### config.mk
export PLATFORM = sky130hd
export DESIGN_NAME = instr_fetch_ctrl_flat
export DESIGN_NICKNAME = d
export VERILOG_FILES = /design/src/rtl/ifetch_pkg.sv /design/src/rtl/instr_fetch_ctrl_if.sv /design/src/rtl/instr_fetch_ctrl_pc_reg.sv /design/src/rtl/instr_fetch_ctrl.sv /design/src/flat_wrapper.sv
export SDC_FILE = /design/constraint.sdc
export NUM_CORES = 1
export LEC_CHECK = 0
export BUFFER_PORTS_ARGS = -buffer_cell sky130_fd_sc_hd__buf_2
export CAP_MARGIN = 10
export CORE_ASPECT_RATIO = 0.5
export CORE_UTILIZATION = 25
export DETAILED_ROUTE_END_ITERATION = 6
export PLACE_DENSITY = 0.54
export SLEW_MARGIN = 10
export SYNTH_ARGS = -nofsm -noshare
export SYNTH_HDL_FRONTEND = slang
export SYNTH_SLANG_ARGS = --single-unit
### constraint.sdc
create_clock -name clk -period 2.45 [get_ports clk]
set_input_delay 0.49 -clock clk [delete_from_list [all_inputs] [get_ports clk]]
set_output_delay 0.49 -clock clk [all_outputs]
set_load 0.1 [all_outputs]
### src/rtl/ifetch_pkg.sv
// Shared types and defaults for the instruction fetch sequencer.
// Holds the sequencer state encoding and the saturating counter helper.
package ifetch_pkg;

   localparam int          ADDR_W_DEF    = 8;
   localparam int          DATA_W_DEF    = 32;
   localparam logic [31:0] HALT_WORD_DEF = 32'h0000_0000;
   localparam int          COUNT_W       = 16;

   typedef enum logic [1:0] {
      IDLE  = 2'd0,
      FETCH = 2'd1,
      HOLD  = 2'd2,
      HALT  = 2'd3
   } state_e;

   function automatic logic [COUNT_W-1:0] sat_inc(input logic [COUNT_W-1:0] c);
      if (c == {COUNT_W{1'b1}}) begin
         return c;
      end
      return c + COUNT_W'(1);
   endfunction

endpackage

### src/rtl/instr_fetch_ctrl_if.sv
// Fetch-side bundle: instruction memory read port plus the valid/ready
// handshake towards decode. master = fetch sequencer, slave = memory/decode.
interface instr_fetch_ctrl_if #(
   parameter int ADDR_W = 8,
   parameter int DATA_W = 32
);
   logic [ADDR_W-1:0] imem_addr;
   logic [DATA_W-1:0] imem_rdata;
   logic              if_valid;
   logic              if_ready;
   logic [DATA_W-1:0] if_instr;
   logic [ADDR_W-1:0] if_pc;

   modport master (
      output imem_addr,
      input  imem_rdata,
      output if_valid,
      input  if_ready,
      output if_instr,
      output if_pc
   );

   modport slave (
      input  imem_addr,
      output imem_rdata,
      input  if_valid,
      output if_ready,
      input  if_instr,
      input  if_pc
   );
endinterface

### src/rtl/instr_fetch_ctrl_pc_reg.sv
// Program counter: load has priority over increment; increment wraps
// naturally at 2^ADDR_W. Also usable by the multicycle datapath.
module instr_fetch_ctrl_pc_reg #(
   parameter int                ADDR_W   = 8,
   parameter logic [ADDR_W-1:0] PC_RESET = '0
) (
   input  logic              clk,
   input  logic              rst_n,
   input  logic              load,
   input  logic [ADDR_W-1:0] load_addr,
   input  logic              inc,
   output logic [ADDR_W-1:0] pc
);
   logic [ADDR_W-1:0] pc_q;
   logic [ADDR_W-1:0] pc_d;

   always_comb begin
      pc_d = pc_q;
      if (load) begin
         pc_d = load_addr;
      end else if (inc) begin
         pc_d = pc_q + ADDR_W'(1);
      end
   end

   always_ff @(posedge clk or negedge rst_n) begin
      if (!rst_n) begin
         pc_q <= PC_RESET;
      end else begin
         pc_q <= pc_d;
      end
   end

   assign pc = pc_q;
endmodule

### src/rtl/instr_fetch_ctrl.sv
// Fetch sequencer: owns the PC, captures words from the combinational
// instruction memory and offers them to decode over valid/ready.
module instr_fetch_ctrl
   import ifetch_pkg::*;
#(
   parameter int                ADDR_W    = ADDR_W_DEF,
   parameter int                DATA_W    = DATA_W_DEF,
   parameter logic [ADDR_W-1:0] PC_RESET  = '0,
   parameter logic [DATA_W-1:0] HALT_WORD = DATA_W'(HALT_WORD_DEF)
) (
   input  logic                 clk,
   input  logic                 rst_n,
   input  logic                 run,
   input  logic                 step,
   input  logic                 redirect_valid,
   input  logic [ADDR_W-1:0]    redirect_addr,
   instr_fetch_ctrl_if.master   bus,
   output logic                 halted,
   output logic [COUNT_W-1:0]   instr_count
);
   state_e              state_q, state_d;
   logic                valid_q, valid_d;
   logic [DATA_W-1:0]   instr_q, instr_d;
   logic [ADDR_W-1:0]   ifpc_q, ifpc_d;
   logic                halted_q, halted_d;
   logic [COUNT_W-1:0]  cnt_q, cnt_d;

   logic                pc_load;
   logic                pc_inc;
   logic                capture;
   logic                accept;
   logic [ADDR_W-1:0]   pc;

   instr_fetch_ctrl_pc_reg #(
      .ADDR_W   (ADDR_W),
      .PC_RESET (PC_RESET)
   ) u_pc (
      .clk       (clk),
      .rst_n     (rst_n),
      .load      (pc_load),
      .load_addr (redirect_addr),
      .inc       (pc_inc),
      .pc        (pc)
   );

   assign accept = valid_q && bus.if_ready;

   always_comb begin
      state_d  = state_q;
      valid_d  = valid_q;
      instr_d  = instr_q;
      ifpc_d   = ifpc_q;
      halted_d = halted_q;
      cnt_d    = cnt_q;
      pc_load  = 1'b0;
      pc_inc   = 1'b0;
      capture  = 1'b0;

      // An accept coinciding with a redirect still counts as delivered.
      if (accept) begin
         cnt_d = sat_inc(cnt_q);
      end

      if (redirect_valid) begin
         pc_load  = 1'b1;
         valid_d  = 1'b0;
         halted_d = 1'b0;
         state_d  = run ? FETCH : IDLE;
      end else begin
         unique case (state_q)
            IDLE:  if (run || step) state_d = FETCH;
            FETCH: capture = 1'b1;
            HOLD: begin
               if (accept) begin
                  if (run) begin
                     capture = 1'b1;
                  end else begin
                     valid_d = 1'b0;
                     state_d = IDLE;
                  end
               end
            end
            HALT:    state_d = HALT;
            default: state_d = IDLE;
         endcase

         if (capture) begin
            if (bus.imem_rdata == HALT_WORD) begin
               state_d  = HALT;
               halted_d = 1'b1;
               valid_d  = 1'b0;
            end else begin
               instr_d = bus.imem_rdata;
               ifpc_d  = pc;
               valid_d = 1'b1;
               pc_inc  = 1'b1;
               state_d = HOLD;
            end
         end
      end
   end

   always_ff @(posedge clk or negedge rst_n) begin
      if (!rst_n) begin
         state_q  <= IDLE;
         valid_q  <= 1'b0;
         instr_q  <= '0;
         ifpc_q   <= '0;
         halted_q <= 1'b0;
         cnt_q    <= '0;
      end else begin
         state_q  <= state_d;
         valid_q  <= valid_d;
         instr_q  <= instr_d;
         ifpc_q   <= ifpc_d;
         halted_q <= halted_d;
         cnt_q    <= cnt_d;
      end
   end

   assign bus.imem_addr = pc;
   assign bus.if_valid  = valid_q;
   assign bus.if_instr  = instr_q;
   assign bus.if_pc     = ifpc_q;
   assign halted        = halted_q;
   assign instr_count   = cnt_q;
endmodule

### src/flat_wrapper.sv
// flat-port wrapper written by rule: the top's interface ports become plain ports
module instr_fetch_ctrl_flat import ifetch_pkg::*;
#(
   parameter int                ADDR_W    = ADDR_W_DEF,
   parameter int                DATA_W    = DATA_W_DEF,
   parameter logic [ADDR_W-1:0] PC_RESET  = '0,
   parameter logic [DATA_W-1:0] HALT_WORD = DATA_W'(HALT_WORD_DEF)
)
  (clk, rst_n, run, step, redirect_valid, redirect_addr, halted, instr_count, bus_imem_addr, bus_imem_rdata, bus_if_valid, bus_if_ready, bus_if_instr, bus_if_pc);
  instr_fetch_ctrl_if #(.ADDR_W(ADDR_W), .DATA_W(DATA_W)) bus_i ();
  input  logic clk;
  input  logic rst_n;
  input  logic run;
  input  logic step;
  input  logic redirect_valid;
  input  logic [ADDR_W-1:0] redirect_addr;
  output logic halted;
  output logic [COUNT_W-1:0] instr_count;
  output wire logic [$bits(bus_i.imem_addr)-1:0] bus_imem_addr;
  input wire logic [$bits(bus_i.imem_rdata)-1:0] bus_imem_rdata;
  output wire logic [$bits(bus_i.if_valid)-1:0] bus_if_valid;
  input wire logic [$bits(bus_i.if_ready)-1:0] bus_if_ready;
  output wire logic [$bits(bus_i.if_instr)-1:0] bus_if_instr;
  output wire logic [$bits(bus_i.if_pc)-1:0] bus_if_pc;
  assign bus_imem_addr = bus_i.imem_addr;
  assign bus_i.imem_rdata = bus_imem_rdata;
  assign bus_if_valid = bus_i.if_valid;
  assign bus_i.if_ready = bus_if_ready;
  assign bus_if_instr = bus_i.if_instr;
  assign bus_if_pc = bus_i.if_pc;
  instr_fetch_ctrl #(.ADDR_W(ADDR_W), .DATA_W(DATA_W), .PC_RESET(PC_RESET), .HALT_WORD(HALT_WORD)) u_core (.clk(clk), .rst_n(rst_n), .run(run), .step(step), .redirect_valid(redirect_valid), .redirect_addr(redirect_addr), .bus(bus_i), .halted(halted), .instr_count(instr_count));
endmodule
==> results of run 1 <==
## kinds of logic (layout without fill, tap and decap cells)
family,count (synthesis),in the layout,synth area share
flops,68,68,0.523
simple gates,66,66,0.112
mux,42,42,0.191
compound gates,26,26,0.0577
xor+xnor,20,20,0.0538
buf+inv,12,138,0.0354
fa+ha+maj,7,7,0.0269
## stage by stage
stage	util	instance area (um2)
3_3_place_gp	0.317	4020
6_report	0.338	4280
3_5_place_dp	0.317	4020
4_1_cts	0.338	4280
5_1_grt	0.338	4280
2_1_floorplan	-	3250
## registers in the layout, summed over array words and instances, names as in the netlist
name                 cells
u_core.state_q           2
u_core.bus.if_instr     32
u_core.bus.if_valid      1
u_core.halted            1
u_core.u_pc.pc           8
u_core.bus.if_pc         8
u_core.instr_count      16
## layout make-up
type                    count  area share
multi-input cells         161       0.336
inverters                   3     0.00263
well taps                 170      0.0497
repair buffers            119       0.153
clock inverters             2     0.00234
flip-flops and latches     68       0.398
clock buffers              14      0.0594
## worst max-delay path: cells and delay by family (launching register included)
| family | cells | cell delay (ns) |
|---|---|---|
| buf+inv | 3 | 0.49 |
| flops | 1 | 0.43 |
| mux | 1 | 0.32 |
| fa+ha+maj | 1 | 0.25 |
| simple gates | 2 | 0.24 |
| compound gates | 2 | 0.23 |
## routing by layer
metal  vias to the layer above  track usage  routed length (um)
met5                         -            0                   0
met4                         0       0.0393                  73
met3                         8       0.0315                 249
met2                        37        0.186                3710
met1                      1102        0.126                3200
li1                       1107            -                   -
## worst paths after layout
check	to	from	cells after the start	slack (ns)
max reg2reg	u_core.bus.if_instr[10]$_DFFE_PN0P_	u_core.state_q[0]$_DFFE_PN0P_	9	0.37
min reg2reg	u_core.instr_count[11]$_DFFE_PN0P_	u_core.instr_count[11]$_DFFE_PN0P_	1	0.48
max in group asynchronous	u_core.bus.if_instr[18]$_DFFE_PN0P_	rst_n	2	1.98
min in group clk	u_core.u_pc.pc[0]$_DFFE_PN0P_	redirect_addr[0]	3	0.38
max	u_core.bus.if_instr[10]$_DFFE_PN0P_	u_core.state_q[0]$_DFFE_PN0P_	9	0.37
min	u_core.bus.if_instr[3]$_DFFE_PN0P_	rst_n	2	0.18
## synthesized netlist by cell type (2+ instances only)
library cell,number,share of area
dfrtp_1,68,0.52
mux2_4,40,0.18
nand2_1,17,0.020
xnor2_1,11,0.030
nand3_1,9,0.014
nor4_1,9,0.017
xor2_1,9,0.024
ha_1,7,0.027
and3_1,6,0.012
nor2_1,6,0.0069
o21ai_1,6,0.0092
o211ai_1,5,0.012
a21oi_1,4,0.0062
buf_12,4,0.025
nor3_1,4,0.0062
clkbuf_1,3,0.0035
nand4_1,3,0.0058
inv_1,2,0.0023
nand2b_1,2,0.0038
nand4_2,2,0.0077
o21a_1,2,0.0046
o31a_1,2,0.0054
==> impl_metrics.ini, run 1 <==
[drt]
num_vias = 2254
drt-initial-drc-count = 39
drt_pass1_iterations = 6
finalWirelength_um = 7230
avgRoutedWirePerCell_um = 13.5
via_per_inst = 4.20
drtAntennaViolNets = 0
drc = 1

[yosys]
syn_area_um2 = 3250
syn_avg_cell_area_um2 = 13.5
synthCells = 241
yosys.cell_types.count = 42
syn-num-nets = 294
async_flop_share = 1.00
synth_edf_count = 0
synth-seq-cells = 68
yosysSeqAreaShare = 0.523
synth_ff_type = dfrtp_1
yosys_warnings = 0

[timing]
fin_crit_sh = 0.850
max_slew_margin = 0.655
layout_setup_ws_ns = 0.368
slew_violations = 0
worst_hold_slack_ns = 0.177
fin_skew_ns = 0.00451
worstMarginPinSlew_ns = 0.516
setup_viol = 0
hold_violations = 0
period_needed_ns = 2.08
setup_tns_ns = 0
fmax_ghz = 0.480
rsz0062_at_grt = no

[grt]
grt_max_degree = 69
track_usage = 0.107
grt_pass1_vias = 2121
grt-ovfl-total = 0
grt_pass1_wl_um = 10900
antenna_found_initial = 0

[outcome]
outcome = complete, but fails checks
violations = design-rule violations

[placed_design]
place.gp.congestion = 0.729
port_buffers = 111
dpl_worst_slack_ns = 0.0421
dp_hpwl_um = 5310
dp_cells = 521

[clock_tree]
cts_made_buffers = 9
clockRootBuffer = clkbuf_16
cts_tree = yes
clk_pin_slew_ns = 0.05
ctsResizeCount = 0
post_cts_buffers = 0
hold_buffers = 0
clk_latency_ns = 0.33
clockBufferDepth = 2
cts.sinks = 68
htreeDepth = 3

[critical_path]
crit_required_ns = 2.66
critPathMaxFanout = 24
setup.worst_path.start_class = register
critical_path_class = reg -> reg
worstSetupEndpointType = register
worst_path_largest_cell_delay_ns = 0.43
cpMaxStageDelayCell = dfrtp_1
worstPathArrival_ns = 2.29
path_cells = inv_1 > ha_1 > a41oi_1 > nor2b_1 > buf_4 > o21ai_4 > nand2b_4 > buf_12 > mux2_4

[die]
dieArea_um2 = 13500
initial_utilization = 0.257
core-area_um2 = 12700
io_pins = 112
die_width_um = 163
rows = 29
die_y_um = 82.7

[finish]
multi_input_area_um2 = 1440
drive_gt1_frac = 0.482
fin_nets = 415
fillers = 1282
ff_latch_area_um2 = 1700
layout_common_cells = 111 x buf_2, 68 x dfrtp_1, 40 x mux2_4, 17 x nand2_1, 11 x xnor2_1
final_common_cell = buf_2
area_delta_synth_final_pct = 31.5
stdcell_count = 537
diodes = 0

[job]
maxCapViolCount = 0

[worst_hold_path]
worst_hold_path_type = in -> async
Power of run 1 is not shown: default switching activity piles up to over one toggle a cycle in this logic, so the estimate is an artifact.
==> inputs of run 2 (changes only) <==
- PLACE_DENSITY: 0.54 -> 0.55
- clock period: 2.45 -> 1.9 ns (I/O delays scaled with it)
==> impl_metrics.ini, run 2 (same netlist as run 1, synthesis figures left out) <==
[clock_tree]
cts_tree = yes
clockRootBuffer = clkbuf_16
htreeDepth = 3
cts_made_buffers = 9
cts.sinks = 68
clockBufferDepth = 2
clk_pin_slew_ns = 0.06
hold_buffers = 0
clk_latency_ns = 0.33

[drt]
drt-initial-drc-count = 68
drt_pass1_iterations = 4
drtAntennaViolNets = 0
avgRoutedWirePerCell_um = 14.3
drc = 0
num_vias = 2384
finalWirelength_um = 7990
via_per_inst = 4.26

[finish]
drive_gt1_frac = 0.618
area_delta_synth_final_pct = 44.6
fin_nets = 438
stdcell_count = 560
final_common_cell = buf_2
diodes = 0
layout_common_cells = 111 x buf_2, 49 x dfrtp_1, 41 x mux2_4, 25 x buf_4, 17 x nand2_1
largest_reg_flops = 32

[die]
rows = 29
die_y_um = 82.7
initial_utilization = 0.257
dieArea_um2 = 13500
core-area_um2 = 12700
io_pins = 112
die_width_um = 163

[timing]
setup_tns_ns = 0
slew_violations = 0
fin_skew_ns = 0.00973
period_needed_ns = 1.90
setup_viol = 0
fin_crit_sh = 0.998
layout_setup_ws_ns = 0.00463
fmax_ghz = 0.528
max_slew_margin = 0.665
worstMarginPinSlew_ns = 0.506
rsz0062_at_grt = yes
hold_violations = 0

[placed_design]
port_buffers = 111
dp_cells = 541
dp_hpwl_um = 5830
dpl_worst_slack_ns = -0.162
place.gp.congestion = 0.722

[grt]
antenna_found_initial = 0
grt-ovfl-total = 0
grt_pass1_wl_um = 12300
grt_pass1_vias = 2324
track_usage = 0.120
grt_max_degree = 69

[critical_path]
critical_path_class = reg -> reg
path_cells = inv_2 > ha_4 > a41oi_2 > nor2b_2 > o21ai_4 > nand2b_4 > clkbuf_16 > mux2_4
critPathMaxFanout = 8
worstSetupEndpointType = register
worst_path_largest_cell_delay_ns = 0.41
cpMaxStageDelayCell = dfrtp_1
crit_required_ns = 2.11
worstPathArrival_ns = 2.11
setup.worst_path.start_class = register

[worst_hold_path]
worst_hold_path_type = in -> async

[outcome]
outcome = completed

[job]
maxCapViolCount = 0
[run 2: cell types whose count changed in the layout (fill, tap and decap cells not counted), moves of 5 or more]
cell / before / now
buf_4: 5 / 25
dfrtp_1: 68 / 49
dfrtp_2: 0 / 10
dfrtp_4: 0 / 9
nor4_1: 9 / 1
nor4_2: 0 / 5
[run 2: through the flow]
stage               hold slack, ns  utilization  instance area [um2]
floorplan                   0.0844            -                 3430
global placement             0.436        0.342                 4340
detailed placement           0.455        0.342                 4340
CTS                         0.0920        0.364                 4620
global route                 0.112        0.372                 4700
finish                      0.0745        0.372                 4700
[run 2: metal layers]
metal  global-route usage  vias up  wire length [um]
met5                    0        -                 0
met4               0.0449        0                85
met3               0.0290        8               263
met2                0.194       38              3910
met1                0.157     1186              3730
li1                     -     1152                 -
[run 2: repair_timing]
action | 4_1_cts | 5_1_grt
setup buffers | 0 | 2
setup endpoints to repair | 1 | 44
resized for setup | 1 | 6
gates cloned | 0 | 2
pin swaps | 0 | 2
[run 2: cell type report]
class                           instances  area (um2)
Fill cell                            1239        7960
Sequential cell                        68        1750
Multi-Input combinational cell        161        1590
Timing Repair Buffer                  142         865
Clock buffer                           11         243
Tap cell                              170         213
Clock inverter                          5        36.3
Inverter                                3        11.3
[run 2: final timing paths]
kind | to | depth (start not counted) | from | slack [ns]
worst max-delay path | u_core.bus.if_instr[5]$_DFFE_PN0P_ | 8 | u_core.state_q[0]$_DFFE_PN0P_ | 0.005
worst min-delay path | u_core.bus.if_instr[24]$_DFFE_PN0P_ | 2 | rst_n | 0.07
worst max register to register | u_core.bus.if_instr[5]$_DFFE_PN0P_ | 8 | u_core.state_q[0]$_DFFE_PN0P_ | 0.005
worst min register to register | u_core.instr_count[14]$_DFFE_PN0P_ | 1 | u_core.instr_count[14]$_DFFE_PN0P_ | 0.47
max in group asynchronous | u_core.bus.if_valid$_DFFE_PN0P_ | 2 | rst_n | 1.49
min in group clk | u_core.u_pc.pc[7]$_DFFE_PN0P_ | 3 | redirect_addr[7] | 0.26
[run 2: worst max-delay path, delay by kind of cell, from the launching register on]
kind,cells,cell delay [ns]
fa+ha+maj,1,0.14
mux,1,0.29
buf+inv,2,0.32
flops,1,0.41
simple gates,2,0.44
compound gates,2,0.18
Power of run 2 is left out for the same reason.
==> inputs of run 3 (changes only) <==
- CORE_UTILIZATION: 25 -> 45
- PLACE_DENSITY: 0.55 -> 0.84
==> impl_metrics.ini, run 3 (same netlist as run 1, synthesis figures left out) <==
[grt]
track_usage = 0.206
grt_max_degree = 69
grt-ovfl-total = 0
antenna_found_initial = 0
grt_pass1_wl_um = 12200
grt_pass1_vias = 2540

[clock_tree]
clockBufferDepth = 2
clk_pin_slew_ns = 0.05
htreeDepth = 3
clk_latency_ns = 0.33
clockRootBuffer = clkbuf_16
cts_tree = yes
cts_made_buffers = 9
hold_buffers = 0
cts.sinks = 68

[placed_design]
place.gp.congestion = 0.824
dp_cells = 454
port_buffers = 111
dp_hpwl_um = 5420

[drt]
drt-initial-drc-count = 175
drc = 0
finalWirelength_um = 7480
drtAntennaViolNets = 0
avgRoutedWirePerCell_um = 15.8
drt_pass1_iterations = 4
num_vias = 2479
via_per_inst = 5.23

[job]
maxCapViolCount = 0

[outcome]
outcome = completed

[die]
die_width_um = 122
die_y_um = 62.1
rows = 21
core-area_um2 = 6830
io_pins = 112
dieArea_um2 = 7590
initial_utilization = 0.476

[timing]
fin_skew_ns = 0.00561
worstMarginPinSlew_ns = 0.506
max_slew_margin = 0.665
hold_violations = 0
period_needed_ns = 1.87
setup_viol = 0
rsz0062_at_grt = yes
slew_violations = 0
worst_hold_slack_ns = 0.0661
setup_tns_ns = 0
fmax_ghz = 0.535
fin_crit_sh = 0.984

[finish]
stdcell_count = 474
fin_nets = 431
largest_reg_flops = 32
diodes = 0
final_common_cell = buf_2
fillers = 488
drive_gt1_frac = 0.605
area_delta_synth_final_pct = 39.2
layout_common_cells = 111 x buf_2, 49 x dfrtp_1, 41 x mux2_4, 17 x nand2_1, 16 x buf_4
final_util = 0.663

[critical_path]
cp-startpoint = u_core.state_q[1]$_DFFE_PN0P_
crit_required_ns = 2.11
r2r-start = u_core.state_q[1]$_DFFE_PN0P_
setup.worst_path.start_class = register
critical_path_class = reg -> reg
worstPathArrival_ns = 2.08
critPathMaxFanout = 7
worstSetupEndpointType = register

[worst_hold_path]
worst_hold_path_type = in -> async
==> run 3: what timing repair did <==
item,CTS,global route
endpoints found under the hold margin,0,0
buffers inserted,0,2
cloned,0,3
resized for setup,1,8
setup endpoints to repair,42,42
==> run 3: worst max-delay path: stages, from the launching register on <==
cell,delay (ns)
dfrtp_1,0.39
inv_2,0.08
ha_1,0.30
nor2b_4,0.19
o21ai_4,0.07
nand2b_4,0.22
clkbuf_16,0.20
mux2_4,0.30
==> run 3: stage by stage <==
step                      worst slack, ns  cell area, um2
final                              0.0311            4530
after global routing              -0.0345            4530
after CTS                          0.0315            4430
after detailed placement           -0.128            4170
after global placement             -0.119            4170
after floorplan                   -0.0435            3430
==> run 3: path summary, 6_finish.rpt <==
kind,to,slack (ns),cells past startpoint
max,u_core.bus.if_instr[4]$_DFFE_PN0P_,0.03,7
min,u_core.bus.if_instr[20]$_DFFE_PN0P_,0.07,2
max reg2reg,u_core.bus.if_instr[4]$_DFFE_PN0P_,0.03,7
min reg2reg,u_core.instr_count[11]$_DFFE_PN0P_,0.48,1
max in group asynchronous,u_core.instr_count[3]$_DFFE_PN0P_,1.51,2
min in group clk,u_core.u_pc.pc[5]$_DFFE_PN0P_,0.28,3
==> run 3: metal layers <==
metal,track usage,wire length (um)
met5,0,0
met4,0.0838,164
met3,0.0570,374
met2,0.341,3810
met1,0.255,3130
==> run 3: final cells by class <==
cell class,instances,area (um2),share of cell area
inverter,3,11.3,0.00249
sequential,68,1750,0.386
multi-input combinational,161,1580,0.350
timing repair buffer,135,820,0.181
clock inverter,3,15.0,0.00331
clock buffer,12,236,0.0522
tap,92,115,0.0254
Power of run 3 is left out for the same reason.
